`config.mk`:
```
export PLATFORM = sky130hd
export DESIGN_NAME = alu_arbiter
export DESIGN_NICKNAME = d
export VERILOG_FILES = /design/src/rtl/alu_arbiter.sv
export SDC_FILE = /design/constraint.sdc
export NUM_CORES = 1
export LEC_CHECK = 0
export BUFFER_PORTS_ARGS = -buffer_cell sky130_fd_sc_hd__buf_2
export CAP_MARGIN = 10
export CORE_AREA = 2 2 161 163
export CTS_BUF_LIST = sky130_fd_sc_hd__clkbuf_16
export DETAILED_ROUTE_END_ITERATION = 8
export DIE_AREA = 0 0 163 165
export PLACE_DENSITY = 0.49
export SETUP_SLACK_MARGIN = 0.3
export SYNTH_ARGS = -nofsm -noshare
export SYNTH_HDL_FRONTEND = slang
export SYNTH_SLANG_ARGS = --single-unit
```
`constraint.sdc`:
```
create_clock -name clk -period 1.9 [get_ports clk]
set_clock_uncertainty 0.2 [all_clocks]
set_input_delay 0.19 -clock clk [delete_from_list [all_inputs] [get_ports clk]]
set_output_delay 0.19 -clock clk [all_outputs]
set_load 0.005 [all_outputs]
```
`src/rtl/alu_arbiter.sv`:
```
// alu_arbiter: round-robin sharing of one combinational ALU with a one-deep registered result slot
module alu_arbiter #(
  parameter int NREQ = 4,
  parameter int W    = 32,
  parameter int IDW  = 2
) (
  input  logic              clk,
  input  logic              rst,
  input  logic [NREQ-1:0]   req_valid,
  output logic [NREQ-1:0]   req_ready,
  input  logic [NREQ*W-1:0] req_a,
  input  logic [NREQ*W-1:0] req_b,
  input  logic [NREQ*3-1:0] req_op,
  output logic [W-1:0]      alu_a,
  output logic [W-1:0]      alu_b,
  output logic [2:0]        alu_op,
  input  logic [W-1:0]      alu_out,
  output logic              rsp_valid,
  input  logic              rsp_ready,
  output logic [IDW-1:0]    rsp_id,
  output logic [W-1:0]      rsp_data
);
  typedef enum logic {EMPTY, FULL} state_t;
  state_t         state_q, state_d;
  logic [IDW-1:0] ptr_q, ptr_d, rsp_id_q, rsp_id_d, gnt, cand;
  logic [W-1:0]   rsp_data_q, rsp_data_d;
  logic           found, can_accept, xfer;
  // first valid requester at or after ptr, wrapping; idle cycles park the ALU on ptr
  always_comb begin
    found = 1'b0;
    gnt   = ptr_q;
    cand  = ptr_q;
    for (int i = 0; i < NREQ; i++) begin
      cand = IDW'((int'(ptr_q) + i) % NREQ);
      if (!found && req_valid[cand]) begin
        found = 1'b1;
        gnt   = cand;
      end
    end
  end
  assign can_accept = (state_q == EMPTY) || rsp_ready;
  assign xfer       = found && can_accept && !rst;
  assign req_ready  = xfer ? NREQ'(1) << gnt : '0;
  assign alu_a      = req_a[int'(gnt)*W +: W];
  assign alu_b      = req_b[int'(gnt)*W +: W];
  assign alu_op     = req_op[int'(gnt)*3 +: 3];
  assign rsp_valid  = (state_q == FULL);
  assign rsp_id     = rsp_id_q;
  assign rsp_data   = rsp_data_q;
  // a transfer refills the slot (even while draining); a drain alone empties it
  always_comb begin
    state_d    = xfer ? FULL : (rsp_ready ? EMPTY : state_q);
    rsp_data_d = xfer ? alu_out : rsp_data_q;
    rsp_id_d   = xfer ? gnt : rsp_id_q;
    ptr_d      = xfer ? IDW'((int'(gnt) + 1) % NREQ) : ptr_q;
  end
  // result slot and round-robin pointer
  always_ff @(posedge clk) begin
    if (rst) begin
      state_q    <= EMPTY;
      rsp_data_q <= '0;
      rsp_id_q   <= '0;
      ptr_q      <= '0;
    end else begin
      state_q    <= state_d;
      rsp_data_q <= rsp_data_d;
      rsp_id_q   <= rsp_id_d;
      ptr_q      <= ptr_d;
    end
  end
endmodule

```
== Word level (Yosys, flattened, before mapping) ==
Index checks and enable logic that the tools add are counted.

* $add $sub $neg: 4
* $mul: 1
* Magnitude comparators: 4
* Shifts and indexed selects: 4
* Muxes and demuxes: 18
* Bitwise logic cells: 1
* Reduce and logical (&&, ||, !) cells: 11

{| class="wikitable"
|+ Operators by type and width
! kind !! number
|-
| indexed part select 128 x 8 -> 32 bit || 2
|-
| less-than comparator 2 x 3 -> 1 bit (second input constant) || 4
|-
| indexed part select 12 x 5 -> 3 bit || 1
|-
| 2-to-1 mux 1 bit || 10
|-
| binary-select mux 1 bit (select 2 bit) || 4
|-
| 2-to-1 mux 2 bit || 3
|-
| logical AND 1 bit || 5
|-
| adder 2 x 1 -> 2 bit (second input constant) || 2
|-
| adder 2 bit (second input constant) || 2
|-
| zero test 1 bit || 4
|-
| multiplier 2 x 2 -> 4 bit (second input constant) || 1
|-
| 2-to-1 mux 4 bit || 1
|-
| left shift 1 x 2 -> 4 bit (first input constant) || 1
|-
| nonzero test 2 bit || 1
|-
| logical OR 1 bit || 1
|-
| inverter 1 bit || 1
|}

* Register bits: 37
* Output and inout bits: 106

== Depth between registers and ports, before layout ==
Gate-level depths: netlist (run 1).

* Depth after elaboration: 15
* Mapped depth: 7
* Mapped depth without buffers: 5

== Worst setup path before layout (run 1) ==
No wires, ideal clock.

* Path type: reg2out
* Start point: register ptr_q[0]
* End point: output port alu_a[26]
* Arrival: 1.502 ns
* Data required time: 1.510 ns
* Path slack: 0.008 ns
* Cell stages (with the launch flop): 8
* Buffers on the path: 2
* Cells stage by stage: dfxtp_1 nor2b_1 a21o_1 a211oi_4 buf_6 buf_6 mux2i_1 mux2i_1

* Cells in the longest elaborated chain, start to end: 13
* Elaborated cells between the ends (all ways): 24
* Classes of those cells: add/sub (3); shift (1); mux (14); reduce/logical (6)

{| class="wikitable"
|+ Ends and longest elaborated chain
! element !! RTL line !! source
|-
| from (decl) || 25 || <nowiki>logic [IDW-1:0] ptr_q, ptr_d, rsp_id_q, rsp_id_d, gnt, cand;</nowiki>
|-
| from (signal assigned) || 68 || <nowiki>ptr_q <= ptr_d;</nowiki>
|-
| parallel branches: the longest is 11 deep, another holds adder 2 x 1 -> 2 bit || -- ||
|-
| 2-to-1 mux 2 bit * || 35 || <nowiki>if (!found && req_valid[cand]) begin</nowiki>
|-
| indexed part select 128 x 8 -> 32 bit * || 44 || <nowiki>assign alu_a = req_a[int'(gnt)*W +: W];</nowiki>
|-
| to (decl) || 14 || <nowiki>output logic [W-1:0] alu_a,</nowiki>
|}

Every way passes the cells marked *. The select of a mux whose other input is x is not followed.

== Final worst setup path (run 1) ==
* Start point: register ptr_q[0]
* End point: output port alu_a[10]

Same word-level chain as after synthesis.

==> impl_results.md, run 1 <==
- Worst Hold Class: in -> reg
- Largest family of logic cells by synthesized area: multiplexers
- Sink Count: 37
- Critical Path AT: 2.09 ns
- Max Freq: 0.403 GHz
- Die width: 163 um
- Clk pin slew, worst setup/hold paths: 0.05 ns
- Leak: 0.00393 uW
- Synth Area in Compound Gates: 6.58%
- Placement Rows: 58
- Layout cell share with drive strength beyond 1: 58.2%
- WL per Instance: 15.7 um
- Slew headroom: 73.9%
- Post-Synth Simple-Gate Area: 11.8%
- Worst IR Drop VDD: 0.443 mV
- Worst-Skew Late Latency: 0.27 ns
- Worst-path fanout max: 8
- Die ar.: 26900 sq um
- RSZ-0062 raised after global routing: yes
- DR pass1 iterations: 5
- Syn_nets: 710
- WL final: 19.3 mm
- I/O pin cnt: 413
- Gate count of the mapped netlist: 403
- Adder-Cell Fraction of Synth Area: 0%
- Post-route ant nets: 0
- Synth Cell Area: 3670 sq um
- Failing checks: negative setup slack
- Nets: 1207
- Antenna Cells: 0
- Status: finished with violations
- Initial antenna violation count: 2
- Worst slew pin tran: 0.389 ns
- Reg2reg path depth: 9
- Height of the die: 165 um
- Congestion Overflow GR: 0
- Post-Synth XOR/XNOR Area: 0.239%
- Yosys reg bits: 37
- Critical path type: reg -> out
- Final Hold Viols: 0
- First-pass GRT wire length: 25.4 mm
- Hpwl dp: 15.5 mm
- Seq/Total Area, Yosys: 20.2%
- I/O Buffers: 412
- Global Route Usage Sum: 12.1%
- Largest net degree at the start of global routing: 36
- GPL Wtd Cong: 0.805
- Clk root buf: clkbuf_16
- Setup crit end kind: output pin
- Synth unique cells: 23
- Maxcap violations: 0
- Worst setup SP type: flip-flop
- Drt drc: 0
- Hold depth: 4
- Post-route clock period utilization: 131%
- Power Density: 596 nW/um^2
- Synth Area per Inst: 9.11 sq um
- Post-route setup TNS: -34.87 ns
- Final setup fails: 72
- H-tree levels: 2
- Multiplexer share of the synthesized area: 54.8%
- Max-slew violation count: 0
- Vias in the first global route: 4710
- Yosys warns: 0
- Min Hold Slack: 0.0420 ns
- Final worst slack: -0.583 ns
- Initial DRC count: 148
- Vias: 4898
- Core box area: 25000 sq um
- Crit path required time: 1.51 ns
- Fin crit period: 2.48 ns
- Initial Util: 14.7%
- Average vias per placed instance: 3.98
- Clock buffer depth: 2
- TritonCTS clock tree: built
- Area Overhead vs Synth: 104%
- CTS Buf Count: 5
-- cell usage in the layout (no fill, tap or decap), types with 2 or more instances in the layout --
cell / Yosys / routed
buf_6: 12 / 8
nor2b_2: 0 / 2
nor2_1: 5 / 4
dlygate4sd3_1: 0 / 33
mux2i_4: 0 / 3
dfxtp_1: 37 / 35
clkinv_2: 0 / 2
dfxtp_4: 0 / 2
buf_2: 12 / 411
nand2b_1: 35 / 34
o21ai_1: 30 / 29
o21ai_0: 5 / 5
mux2i_2: 0 / 7
nor3_2: 0 / 2
nand2_1: 36 / 35
buf_8: 0 / 5
buf_16: 0 / 2
buf_4: 0 / 46
a21oi_2: 0 / 2
mux2i_1: 201 / 191
buf_12: 0 / 11
clkbuf_16: 0 / 13
-- registers in the layout, indices dropped and copies added (netlist names) --
register	flops
rsp_valid	1
rsp_id	2
ptr_q	2
rsp_data	32
-- timing repair --
item | 4_1_cts | 5_1_grt
pin swaps | 1 | 3
buffers inserted | 6 | 16
endpoints found under the hold margin | 33 | 0
hold buffers | 33 | 0
gates resized for setup | 8 | 42
cloned | 1 | 8
endpoints found under the setup margin | 75 | 100
-- cells by family (layout without fill, tap and decap cells) --
| family | after synthesis | in the layout |
|---|---|---|
| mux | 201 | 201 |
| simple gates | 86 | 86 |
| compound gates | 43 | 43 |
| flops | 37 | 37 |
| buf+inv | 35 | 533 |
| xor+xnor | 1 | 1 |
-- where the power goes --
group / internal (uW) / switching (uW) / total (uW)
Sequential: 850 / 41.4 / 891
Clock: 476 / 316 / 792
Combinational: 1630 / 1160 / 2790
Total: 2950 / 1520 / 4470
-- cell usage after synthesis --
master | count | area (sq um)
a211oi_1 | 2 | 15.0
a211oi_4 | 1 | 20.0
a21o_1 | 1 | 7.51
a21oi_1 | 3 | 15.0
a31o_1 | 1 | 8.76
and3_1 | 1 | 6.26
buf_2 | 12 | 60.1
buf_6 | 12 | 135
clkbuf_1 | 10 | 37.5
dfxtp_1 | 37 | 741
inv_2 | 1 | 3.75
mux2i_1 | 201 | 2010
nand2_1 | 36 | 135
nand2b_1 | 35 | 219
nand3b_1 | 1 | 7.51
nor2_1 | 5 | 18.8
nor2b_1 | 3 | 18.8
nor3_1 | 3 | 15.0
nor4_1 | 1 | 6.26
o21ai_0 | 5 | 25.0
o21ai_1 | 30 | 150
or3_1 | 1 | 6.26
xnor2_1 | 1 | 8.76
-- final cells by class --
class	count	area (sq um)
Sequential cell	37	748
Multi-Input combinational cell	331	2830
Inverter	1	3.75
Clock inverter	3	13.8
Tap cell	330	413
Clock buffer	5	125
Fill cell	2693	17500
Timing Repair Buffer	524	3370
-- final timing paths --
check                             from                   endpoint  slack, ns
max reg2reg      ptr_q[0]$_SDFFE_PP0P_     rsp_id[0]$_SDFFE_PP0P_          0
min reg2reg  rsp_data[26]$_SDFFE_PP0P_  rsp_data[26]$_SDFFE_PP0P_       0.26
max              ptr_q[0]$_SDFFE_PP0P_                  alu_a[10]      -0.58
min                          rsp_ready     rsp_valid$_SDFFE_PP0P_       0.04
-- through the flow --
step           cells  utilization [%]  area [sq um]  power [uW]  setup slack, ns
2_1_floorplan    403                -          3700        2140           0.0540
3_3_place_gp    1159             25.7          6430        3190           -0.396
3_5_place_dp    1159             25.7          6430        3200           -0.391
4_1_cts         1207             28.0          7010        4160           -0.594
5_1_grt         1231             30.0          7500        4750           -0.672
6_report        1231             30.0          7500        4470           -0.583
-- layer usage --
| layer | GRT usage (%) | routed length, um | vias to the layer above |
|---|---|---|---|
| li1 | - | - | 2445 |
| met1 | 15.0 | 7990 | 2227 |
| met2 | 22.5 | 9960 | 212 |
| met3 | 2.24 | 1210 | 14 |
| met4 | 1.09 | 141 | 0 |
| met5 | 0 | 0 | - |
-- worst max-delay path, cell delays in order, from the launching register on --
cell      delay (ns)
dfxtp_4         0.36
nor2b_2         0.04
a21o_1          0.17
a211oi_4        0.24
buf_6           0.18
buf_12          0.16
buf_4           0.16
mux2i_1         0.07
mux2i_1         0.25
buf_2           0.18
Power figures use the tool's default switching activity.
==> inputs of run 2 (changes only) <==
==> config.mk (replaced) <==
export PLATFORM = sky130hd
export DESIGN_NAME = alu_arbiter
export DESIGN_NICKNAME = d
export VERILOG_FILES = /design/src/rtl/alu_arbiter.sv
export SDC_FILE = /design/constraint.sdc
export NUM_CORES = 1
export LEC_CHECK = 0
export CAP_MARGIN = 10
export CORE_AREA = 2 2 161 163
export CTS_BUF_LIST = sky130_fd_sc_hd__clkbuf_16
export DETAILED_ROUTE_END_ITERATION = 8
export DIE_AREA = 0 0 163 165
export DONT_BUFFER_PORTS = 1
export PLACE_DENSITY = 0.34
export SETUP_SLACK_MARGIN = 0.3
export SLEW_MARGIN = 20
export SYNTH_ARGS = -nofsm -noshare
export SYNTH_HDL_FRONTEND = slang
export SYNTH_SLANG_ARGS = --single-unit
==> run 2 against run 1 <==
Compared with the run above: flip-flop and latch count stayed put; cell area shrank 14%; clock-buffer cell count stayed put; global-route usage is 0.24 points lower; largest power group unchanged; hold slack improved by 0.056 ns; sequential power up 2.8%; highest routed layer unchanged; utilization is 4.2 points lower; clock power is 3.5% lower; largest cell class is now multi-input gates; the run still ends with negative setup slack left.
==> impl_results.md, run 2 (synthesis gave the netlist of run 1 again) <==
- Vias in the first global route: 3792 (-19%)
- First-pass GRT wire length: 23.6 mm (-7.1%)
- Area Overhead vs Synth: 75.7%
- Hpwl dp: 12.1 mm (-22%)
- Kind of cell adding the most delay to the critical path: buffers and inverters
- Post-route setup TNS: -32.97 ns (+1.90 ns)
- Final setup fails: 75 (+4.2%)
- Worst setup SP type: flip-flop
- CTS Buf Count: 5 (unchanged)
- Die width: 163 um (unchanged)
- Final core area utilization: 25.8% (-4.2 points)
- Vias: 3689 (-25%)
- Die ar.: 26900 sq um (unchanged)
- Height of the die: 165 um (unchanged)
- Crit path cell chain: nand2b_1 > a21oi_2 > a211oi_4 > buf_6 > buf_12 > buf_4 > mux2i_1 > mux2i_1
- Worst IR Drop VDD: 0.421 mV (-5.0%)
- Met1 Wirelength: 7.10 mm (-11%)
- Commonest non-fill, non-tap cell in the layout: mux2i_1
- Nets: 821 (-32%)
- Highest-count cells in the layout ignoring fill and taps: mux2i_1, nand2b_1, buf_4, dfxtp_1, dlygate4sd3_1
- Core box area: 25000 sq um (unchanged)
- Worst slew pin tran: 0.569 ns (+0.181 ns)
- Reg2reg setup slack: -0.27 ns (-0.27 ns)
- Placement Rows: 58 (unchanged)
- Hold depth: 2 (-2)
- I/O pin cnt: 413 (unchanged)
- Crit path depth: 8 (-1)
- Average vias per placed instance: 4.37 (+9.9%)
- Worst Hold Class: in -> reg
- Worst-path fanout max: 12 (+4)
- Global Route Usage Sum: 11.9% (-0.24 points)
- Sink Count: 37 (unchanged)
- Final worst slack: -0.551 ns (+0.0325 ns)
- TritonCTS clock tree: built
- WL per Instance: 22.1 um (+41%)
- H-tree levels: 2 (unchanged)
- Maxcap violations: 0 (unchanged)
- Final Hold Viols: 0 (unchanged)
- WP buf/inv: 3 (-1)
- Initial Util: 14.7% (unchanged)
- Met2 routed WL: 9.78 mm (-1.7%)
- Min Hold Slack: 0.0985 ns (+0.0565 ns)
- Drt drc: 0 (unchanged)
- RSZ-0062 raised after global routing: yes
- Largest net degree at the start of global routing: 38 (+5.6%)
- Failing checks: negative setup slack
- Pwr Total: 4360 uW (-2.5%)
- Clock buffer depth: 2 (unchanged)
- Max FFs per register: 32 (unchanged)
- Status: finished with violations
- Clk root buf: clkbuf_16
- Slew headroom: 62.0% (-12 points)
- Initial DRC count: 130 (-12%)
- DR pass1 iterations: 4 (-1)
- Congestion Overflow GR: 0 (unchanged)
- Initial antenna violation count: 1 (-1)
- Worst-Skew Late Latency: 0.28 ns (about the same)
- Met3 routed WL: 1.29 mm (+6.4%)
- Critical Path AT: 2.06 ns (-0.03 ns)
- Crit path required time: 1.51 ns (about the same)
- WL final: 18.7 mm (-3.3%)
- Critical path type: reg -> out
- Setup crit end kind: output pin
- Max layer used: met4
- Slowest stage delay, CP: 0.35 ns (about the same)
- Max-slew violation count: 0 (unchanged)
- Max Freq: 0.408 GHz (+1.3%)
- CP max-delay cell: dfxtp_2
- Layout cell share with drive strength beyond 1: 39.8% (-18 points)
- Reg2reg path depth: 10 (+1)
- GPL Wtd Cong: 0.781 (-2.9%)
- Post-route ant nets: 0 (unchanged)
- I/O Buffers: 0 (-100%)
- Post-route clock period utilization: 129% (-1.7 points)
- Leak: 0.00275 uW (-30%)
- Cell mode on critical path: mux2i_1
- Pre-CTS WS: -0.432 ns (-0.0413 ns)
- Clk pin slew, worst setup/hold paths: 0.06 ns (about the same)
- Power Density: 676 nW/um^2 (+13%)
- Fin crit period: 2.45 ns (-0.0325 ns)
run 2: cell types whose count changed in the layout (fill, tap and decap cells not counted), moves of 7 or more:
cell / before / now
buf_12: 11 / 18
buf_6: 8 / 22
mux2i_1: 191 / 181
buf_16: 2 / 18
buf_4: 46 / 35
nand2_4: 1 / 24
o21ai_1: 29 / 7
nand2_1: 35 / 6
buf_2: 411 / 1
o21ai_2: 0 / 26
run 2: what timing repair did:
| action | CTS | global route |
|---|---|---|
| pin swaps | 47 | 6 |
| endpoints found under the setup margin | 103 | 108 |
| hold buffers | 34 | 0 |
| gates cloned | 17 | 7 |
| hold endpoints to repair | 37 | 0 |
| resized for setup | 126 | 60 |
| buffers inserted | 37 | 10 |
run 2: area by class of cell:
cell class                      instances  area (sq um)
Fill cell                            2639         18600
Multi-Input combinational cell        331          3220
Timing Repair Buffer                  138          1940
Sequential cell                        37           747
Tap cell                              330           413
Clock buffer                            5           125
Clock inverter                          1          5.00
Inverter                                1          3.75
Antenna cell                            1          2.50
run 2: final timing paths:
path | start | endpoint
setup / recovery | ptr_q[0]$_SDFFE_PP0P_ | alu_b[27]
setup reg to reg | ptr_q[0]$_SDFFE_PP0P_ | ptr_q[1]$_SDFFE_PP0P_
hold / removal | rst | ptr_q[0]$_SDFFE_PP0P_
hold reg to reg | rsp_data[31]$_SDFFE_PP0P_ | rsp_data[31]$_SDFFE_PP0P_
run 2: report_power, final:
group | total, uW | internal (uW) | switching [uW]
clock | 764 | 468 | 296
combinational | 2680 | 1540 | 1150
sequential | 916 | 851 | 65.3
run 2: stage by stage:
stage | cell area, sq um | instances
6_report | 6450 | 844
5_1_grt | 6450 | 844
4_1_cts | 5910 | 826
3_5_place_dp | 4210 | 732
3_3_place_gp | 4210 | 732
2_1_floorplan | 3700 | 403
run 2: per-layer routing:
layer,vias to the layer above,GRT usage (%)
met3,24,2.86
li1,1675,-
met1,1779,13.2
met5,-,0
met4,0,4.34
met2,211,21.9
